==> src/rtl/mem_access_unit.sv <==
// MEM-stage load/store engine: runs one access at a time over a req/ack data bus and
// produces the MEM/WB register. Optional bus watchdog enabled by defining MEM_TIMEOUT_EN.
module mem_access_unit #(
    parameter int unsigned TIMEOUT = 16
) (
    input  logic        clk,
    input  logic        rst,
    input  logic [4:0]  WB,
    input  logic [9:0]  M,
    input  logic [31:0] aluout,
    input  logic [31:0] rd2,
    input  logic [4:0]  dst,
    input  logic [31:0] pc,
    input  logic        memwb_flush,
    output logic        mem_stall,
    output logic        dm_req,
    output logic        dm_we,
    output logic [31:0] dm_addr,
    output logic [31:0] dm_wdata,
    output logic [3:0]  dm_be,
    input  logic        dm_ack,
    input  logic [31:0] dm_rdata,
    output logic [4:0]  OWB,
    output logic [31:0] Ordata,
    output logic [31:0] Oaluout,
    output logic [4:0]  Odst,
    output logic [31:0] Opc,
    output logic [1:0]  Oexc,
    output logic [31:0] Obadaddr
);

    typedef enum logic [1:0] {StIdle, StWait, StDone} state_e;

    state_e      state_q, state_d;
    logic        memop, is_store, is_byte, is_half, misaligned, start;
    logic [3:0]  be_d;
    logic [31:0] wdata_d;

    logic [31:0] addr_q, wdata_q, rdata_q;
    logic [3:0]  be_q;
    logic        we_q, byte_q, half_q, sext_q;
    logic        timeout_fire, tout_q;

    logic        mw_load;
    logic [4:0]  owb_d;
    logic [31:0] ordata_d, bad_d;
    logic [1:0]  exc_d;

    logic        unused_m;
    assign unused_m = ^M[9:5];

    function automatic logic [31:0] fmt_load(input logic [31:0] data, input logic [1:0] lane,
                                             input logic byte_op, input logic half_op,
                                             input logic sext);
        logic [31:0] sh;
        sh = data >> {lane, 3'b000};
        if (byte_op) begin
            fmt_load = {{24{sext & sh[7]}}, sh[7:0]};
        end else if (half_op) begin
            fmt_load = {{16{sext & sh[15]}}, sh[15:0]};
        end else begin
            fmt_load = data;
        end
    endfunction

    always_comb begin
        memop      = M[0] | M[1];
        is_store   = M[1];
        is_byte    = (M[3:2] == 2'b10);
        is_half    = (M[3:2] == 2'b01);
        misaligned = is_half ? aluout[0] : (!is_byte && (aluout[1:0] != 2'b00));
        start      = (state_q == StIdle) && memop && !misaligned;
        if (is_byte) begin
            be_d    = 4'b0001 << aluout[1:0];
            wdata_d = {4{rd2[7:0]}};
        end else if (is_half) begin
            be_d    = aluout[1] ? 4'b1100 : 4'b0011;
            wdata_d = {2{rd2[15:0]}};
        end else begin
            be_d    = 4'b1111;
            wdata_d = rd2;
        end
    end

`ifdef MEM_TIMEOUT_EN
    logic [31:0] wait_cnt_q;

    assign timeout_fire = (state_q == StWait) && !dm_ack && (wait_cnt_q == TIMEOUT - 1);

    always_ff @(posedge clk) begin
        if (!rst) begin
            wait_cnt_q <= '0;
            tout_q     <= 1'b0;
        end else if (start) begin
            wait_cnt_q <= '0;
            tout_q     <= 1'b0;
        end else if (state_q == StWait) begin
            wait_cnt_q <= wait_cnt_q + 32'd1;
            if (timeout_fire) tout_q <= 1'b1;
        end
    end
`else
    // Watchdog absent: WAIT only ends on dm_ack.
    localparam int unsigned unused_timeout = TIMEOUT;
    assign timeout_fire = 1'b0;
    assign tout_q       = 1'b0;
`endif

    always_comb begin
        state_d = state_q;
        case (state_q)
            StIdle:  if (start) state_d = StWait;
            StWait:  if (dm_ack || timeout_fire) state_d = StDone;
            StDone:  state_d = StIdle;
            default: state_d = StIdle;
        endcase
    end

    assign mem_stall = start || (state_q == StWait);
    assign dm_req    = (state_q == StWait);
    assign dm_we     = we_q;
    assign dm_be     = be_q;
    assign dm_wdata  = wdata_q;
    assign dm_addr   = {addr_q[31:2], 2'b00};

    always_comb begin
        mw_load  = 1'b0;
        owb_d    = WB;
        ordata_d = '0;
        exc_d    = 2'b00;
        bad_d    = '0;
        if (state_q == StIdle && !start) begin
            mw_load = 1'b1;
            // A memop that did not start is misaligned: trap and suppress writeback.
            if (memop) begin
                owb_d = '0;
                exc_d = is_store ? 2'b10 : 2'b01;
                bad_d = aluout;
            end
        end else if (state_q == StDone) begin
            mw_load = 1'b1;
            if (tout_q) begin
                owb_d = '0;
                exc_d = 2'b11;
                bad_d = addr_q;
            end else if (!we_q) begin
                ordata_d = rdata_q;
            end
        end
    end

    always_ff @(posedge clk) begin
        if (!rst) begin
            state_q  <= StIdle;
            addr_q   <= '0;
            we_q     <= 1'b0;
            be_q     <= '0;
            wdata_q  <= '0;
            byte_q   <= 1'b0;
            half_q   <= 1'b0;
            sext_q   <= 1'b0;
            rdata_q  <= '0;
            OWB      <= '0;
            Ordata   <= '0;
            Oaluout  <= '0;
            Odst     <= '0;
            Opc      <= '0;
            Oexc     <= '0;
            Obadaddr <= '0;
        end else begin
            state_q <= state_d;
            if (start) begin
                addr_q  <= aluout;
                we_q    <= is_store;
                be_q    <= be_d;
                wdata_q <= wdata_d;
                byte_q  <= is_byte;
                half_q  <= is_half;
                sext_q  <= M[4];
            end
            if (state_q == StWait && dm_ack) begin
                rdata_q <= fmt_load(dm_rdata, addr_q[1:0], byte_q, half_q, sext_q);
            end
            if (memwb_flush) begin
                OWB      <= '0;
                Ordata   <= '0;
                Oaluout  <= '0;
                Odst     <= '0;
                Opc      <= '0;
                Oexc     <= '0;
                Obadaddr <= '0;
            end else if (mw_load) begin
                OWB      <= owb_d;
                Ordata   <= ordata_d;
                Oaluout  <= aluout;
                Odst     <= dst;
                Opc      <= pc;
                Oexc     <= exc_d;
                Obadaddr <= bad_d;
            end
        end
    end

endmodule

==> config.mk <==
export PLATFORM = sky130hd
export DESIGN_NAME = mem_access_unit
export DESIGN_NICKNAME = d
export VERILOG_FILES = /design/src/rtl/mem_access_unit.sv
export SDC_FILE = /design/constraint.sdc
export NUM_CORES = 1
export LEC_CHECK = 0
export BUFFER_PORTS_ARGS = -buffer_cell sky130_fd_sc_hd__buf_2
export CAP_MARGIN = 20
export CORE_MARGIN = 4
export CORE_UTILIZATION = 30
export DETAILED_ROUTE_END_ITERATION = 6
export GPL_ROUTABILITY_DRIVEN = 1
export SLEW_MARGIN = 30
export SYNTH_ARGS = -nofsm -noshare
export SYNTH_HDL_FRONTEND = slang
export SYNTH_SLANG_ARGS = --single-unit
==> constraint.sdc <==
create_clock -name clk -period 2.1 [get_ports clk]
set_input_delay 0.21 -clock clk [delete_from_list [all_inputs] [get_ports clk]]
set_output_delay 0.21 -clock clk [all_outputs]
set_load 0.02 [all_outputs]
==> results summary <==
The run finished with clean final reports. CTS placed an instance of sky130_fd_sc_hd__clkbuf_16 at the clock tree root. The count of placed standard cells in the final layout, fillers left out came out at 1,981. The area growth from synthesis to final layout came out at 40.5%. Detailed placement ended at an HPWL of 24,400 um. The tool flagged a number of max-cap violations equal to 0. For this design the top-level I/O count stands at 363.

In this run the worst hold path is classified as in -> reg. Setup repair after global routing left no endpoint under its margin. The final non-filler cell area is 14,400 um2.

The sequential element share of the synthesized area came out at 48.2%. The largest individual stage delay along the critical path comes from the cell sky130_fd_sc_hd__dfxtp_1. Global routing finished with a remaining overflow of 0.

Measured in cells, the most critical reg-to-reg path has a length of 4. The core area is 33,500 um2. After synthesis the netlist holds a flip-flop and latch count of 246. The total number of vias is between 9,000 and 10,000. The number of clock sinks seen by CTS is 246. The critical path goes through nor2_2 -> o21ai_4 -> buf_6 -> o21ai_1 -> buf_2.

In this run, synthesis inferred 0 flip-flops with an integrated enable. The startpoint of the most critical setup path is state_q[1]. The height of the die came out at 193 um. The worst-case setup slack after placement is 0.175 ns.

The die is approximately 190 um wide. The clock-pin slew of the registers on the worst-case setup and hold paths came out at 0.06 ns. The transition time of the tightest slew-check pin is between 0.8 and 0.9 ns. Once routing completed, OpenROAD measured the worst setup slack at 0.133 ns. The final-layout setup total negative slack is 0 ns. For the worst-skew pair, the clock arrives at the later sink with an insertion delay of 0.54 ns. Based on the critical path, the design can be clocked at up to just over 500 MHz.

The final weighted congestion of routability-driven global placement is 0.884. The worst register-to-register path begins at addr_q[1]. The distinct cell type count after synthesis is 46. The post-placement cell count came out at 1,814. The post-route netlist has 30.1% of its cells at a drive strength greater than 1. The highest net fanout along the worst path is 33.

The data arrival time of the worst path is 1.76 ns. For this configuration, the core starts out at a cell density of 30.5%. The deepest clock path buffer count is 3. The leakage power summed over all cells came out at 0.00634 uW. In the final routing, the length of wire on met1 measures 14,400 um. In the final routed layout, each cell accounts on average for 18.1 um. The worst hold path cell count is 3.

The first-iteration detailed-routing DRC count came out at 457. The post-synthesis instance area came out at 10,200 um2. The first-pass detailed-route iteration total came out at 5. Global routing consumed, over all layers together, 18.0% of the routing resources.

The post-synthesis async set-or-reset flop share is 0%. The cell area reported after detailed placement is ~12,000 um2. The count of mapped cells out of synthesis is 1,111. The post-route antenna net violation count is 0. Detailed routing placed a total of 3350 um of wire on met3.

The number of buffers created by CTS came out at 29. After detailed routing, the number of remaining DRC violations is 0. For this run, the leading register cell type out of synthesis is sky130_fd_sc_hd__dfxtp_1. The setup check on the worst reg-to-reg path leaves a slack of 0.36 ns. TritonCTS built the clock tree.

The highest metal layer carrying signal wires in the routed design is met5. The critical setup path kind is reg -> out. The first-pass GRT wire length came out at approximately 54,000 um. Data on the critical path is required at its endpoint by 1.89 ns. The post-layout net count is approximately 1,700. Detailed routing placed a total of 17,000 um of wire on met2. The final count of negative-setup-slack endpoints is 0. After detailed routing, the number of vias per cell comes to 5.04.

The sum of routed wire length over all layers is 35,800 um. Clock skew on the completed layout was measured at between 0.01 and 0.015 ns. The power density relative to cell area came out at 847 nW/um2. The number of I/O port buffers is between 300 and 400. The die covers 37,100 um2.

Entering global routing, the biggest net connects about 110 pins. The time the worst path needs with I/O delays and setup came out at approximately 2.0 ns. The number of pins exceeding their max-slew limit in the final report came out at 0. The initial antenna violation count is 7. The kind of launch point of the worst setup path is a flip-flop. The delay contributed by the slowest stage of the critical path is 0.34 ns. The critical path endpoint is mem_stall.

IR analysis of the VDD net gives a maximum drop of 0.598 mV. STA classifies the critical path endpoint as an output pin. The worst register-to-register path ends at rdata_q[17].

Averaged over all synthesized cells, the footprint is approximately 9 um2. The headroom to the max-slew limit is 42.7%. The hold violation count in the final report was 0. The number of rows created at floorplan is 67. CTS built an H-tree with a depth of 1. The number of global-route vias before repair is 9,825.

Measured on the finished design, the core utilization comes to 42.8%. The share of the cycle needed by the critical path after routing is a little over nine tenths. During synthesis, Yosys emitted a total of 0 warnings.
## layout by cell type, fill, tap and decap left out, types with 3 or more instances in the layout
| master | Yosys | routed |
|---|---|---|
| sky130_fd_sc_hd__o22ai_1 | 8 | 8 |
| sky130_fd_sc_hd__o21ai_1 | 46 | 44 |
| sky130_fd_sc_hd__a211oi_1 | 9 | 9 |
| sky130_fd_sc_hd__buf_2 | 33 | 355 |
| sky130_fd_sc_hd__nor2_2 | 1 | 3 |
| sky130_fd_sc_hd__buf_4 | 35 | 27 |
| sky130_fd_sc_hd__nand2_1 | 175 | 175 |
| sky130_fd_sc_hd__o21ai_0 | 51 | 51 |
| sky130_fd_sc_hd__nor2b_1 | 10 | 10 |
| sky130_fd_sc_hd__a221oi_1 | 7 | 7 |
| sky130_fd_sc_hd__mux2_2 | 8 | 8 |
| sky130_fd_sc_hd__a311oi_1 | 8 | 8 |
| sky130_fd_sc_hd__nand3_1 | 46 | 46 |
| sky130_fd_sc_hd__a31oi_1 | 4 | 4 |
| sky130_fd_sc_hd__inv_1 | 6 | 6 |
| sky130_fd_sc_hd__dlygate4sd3_1 | 0 | 113 |
| sky130_fd_sc_hd__a32o_1 | 68 | 68 |
| sky130_fd_sc_hd__o2111ai_1 | 10 | 10 |
| sky130_fd_sc_hd__a21oi_1 | 115 | 114 |
| sky130_fd_sc_hd__dfxtp_1 | 246 | 246 |
| sky130_fd_sc_hd__nor2_1 | 14 | 10 |
| sky130_fd_sc_hd__clkbuf_16 | 0 | 29 |
| sky130_fd_sc_hd__o2bb2ai_1 | 7 | 7 |
| sky130_fd_sc_hd__clkbuf_8 | 0 | 6 |
| sky130_fd_sc_hd__buf_12 | 0 | 10 |
| sky130_fd_sc_hd__a21o_1 | 8 | 7 |
| sky130_fd_sc_hd__diode_2 | 0 | 3 |
| sky130_fd_sc_hd__nor2_4 | 1 | 3 |
| sky130_fd_sc_hd__mux2i_1 | 95 | 95 |
| sky130_fd_sc_hd__clkbuf_1 | 56 | 8 |
| sky130_fd_sc_hd__nand2b_1 | 5 | 5 |
## layer usage
metal  vias up  GRT usage, %
met4         8          5.43
met3        76          5.61
met1      4742          21.4
met5         -             0
li1       4775             -
met2       392          31.3
## registers in the layout (all words and copies together) (netlist names), 32 cells and up
register  count
dm_wdata     32
addr_q       32
rdata_q      32
Opc          32
Obadaddr     32
Oaluout      32
Ordata       32
## power by group
group	switching, uW	internal [uW]	total [uW]
Sequential	131	4920	5050
Clock	1980	2990	4970
Combinational	1310	840	2150
## layout make-up
cell class | instances | area, um2
repair buffers | 506 | 3320
fillers | 3274 | 19200
clock inverters | 8 | 103
inverters | 8 | 30.0
clock buffers | 43 | 838
diodes | 3 | 7.51
flip-flops and latches | 246 | 4920
multi-input cells | 719 | 4570
well taps | 448 | 561
## worst max-delay path: cells and delay by family (launching register included)
family                 cells  cell delay [ns]
AO/OA/AOI/OAI              2             0.26
buffers and inverters      2             0.42
flip-flops                 1             0.34
AND/OR/NAND/NOR            1             0.19
## worst min path at each step
stage	from	to	slack [ns]
floorplan	WB[0]	OWB[0]	0.34
global placement	WB[3]	OWB[3]	0.42
detailed placement	WB[3]	OWB[3]	0.43
CTS	dm_rdata[31]	rdata_q[31]	0.0003
global route	rd2[16]	dm_wdata[16]	0.03
finish	rd2[19]	dm_wdata[19]	0.03
## synthesized netlist by cell type (4+ instances only)
library cell | instances | share of area (%)
sky130_fd_sc_hd__buf_1 | 4 | 0.15
sky130_fd_sc_hd__a32o_1 | 68 | 6.7
sky130_fd_sc_hd__a211oi_1 | 9 | 0.66
sky130_fd_sc_hd__buf_6 | 11 | 1.2
sky130_fd_sc_hd__dfxtp_1 | 246 | 48
sky130_fd_sc_hd__nor2b_1 | 10 | 0.61
sky130_fd_sc_hd__a311oi_1 | 8 | 0.69
sky130_fd_sc_hd__nand2b_1 | 5 | 0.31
sky130_fd_sc_hd__a221oi_1 | 7 | 0.60
sky130_fd_sc_hd__o22ai_1 | 8 | 0.49
sky130_fd_sc_hd__buf_4 | 35 | 2.6
sky130_fd_sc_hd__buf_2 | 33 | 1.6
sky130_fd_sc_hd__mux2_2 | 8 | 0.88
sky130_fd_sc_hd__o21ai_0 | 51 | 2.5
sky130_fd_sc_hd__a21oi_1 | 115 | 5.6
sky130_fd_sc_hd__nand2_1 | 175 | 6.4
sky130_fd_sc_hd__inv_1 | 6 | 0.22
sky130_fd_sc_hd__mux2i_1 | 95 | 9.3
sky130_fd_sc_hd__o21ai_1 | 46 | 2.3
sky130_fd_sc_hd__clkbuf_1 | 56 | 2.1
sky130_fd_sc_hd__o2bb2ai_1 | 7 | 0.60
sky130_fd_sc_hd__a21o_1 | 8 | 0.59
sky130_fd_sc_hd__nand3_1 | 46 | 2.3
sky130_fd_sc_hd__a31oi_1 | 4 | 0.24
sky130_fd_sc_hd__o2111ai_1 | 10 | 0.86
sky130_fd_sc_hd__nor2_1 | 14 | 0.51
## per-stage QoR
step           hold slack [ns]  power [uW]
2_1_floorplan            0.336        6420
3_3_place_gp             0.420        7100
3_5_place_dp             0.428        7130
4_1_cts               0.000268       12300
5_1_grt                 0.0305       12700
6_report                0.0316       12200
## logic make-up (layout without fill, tap and decap cells)
family                 Yosys count  in the layout  share of synthesized area (%)
other                            1              5                         0.0367
buffers and inverters          147            565                           7.90
muxes                          103            103                           10.2
and+or+nand+nor                263            263                           11.0
AOI/OAI and AO/OA              351            351                           22.7
DFF                            246            246                           48.2
## what timing repair did
| action | CTS | global route |
|---|---|---|
| setup buffers | 0 | 0 |
| setup endpoints to repair | 1 | 1 |
| hold buffers | 113 | 0 |
| hold endpoints to repair | 175 | 0 |
| gates resized for setup | 1 | 1 |
(Power assumes the default switching activity.)
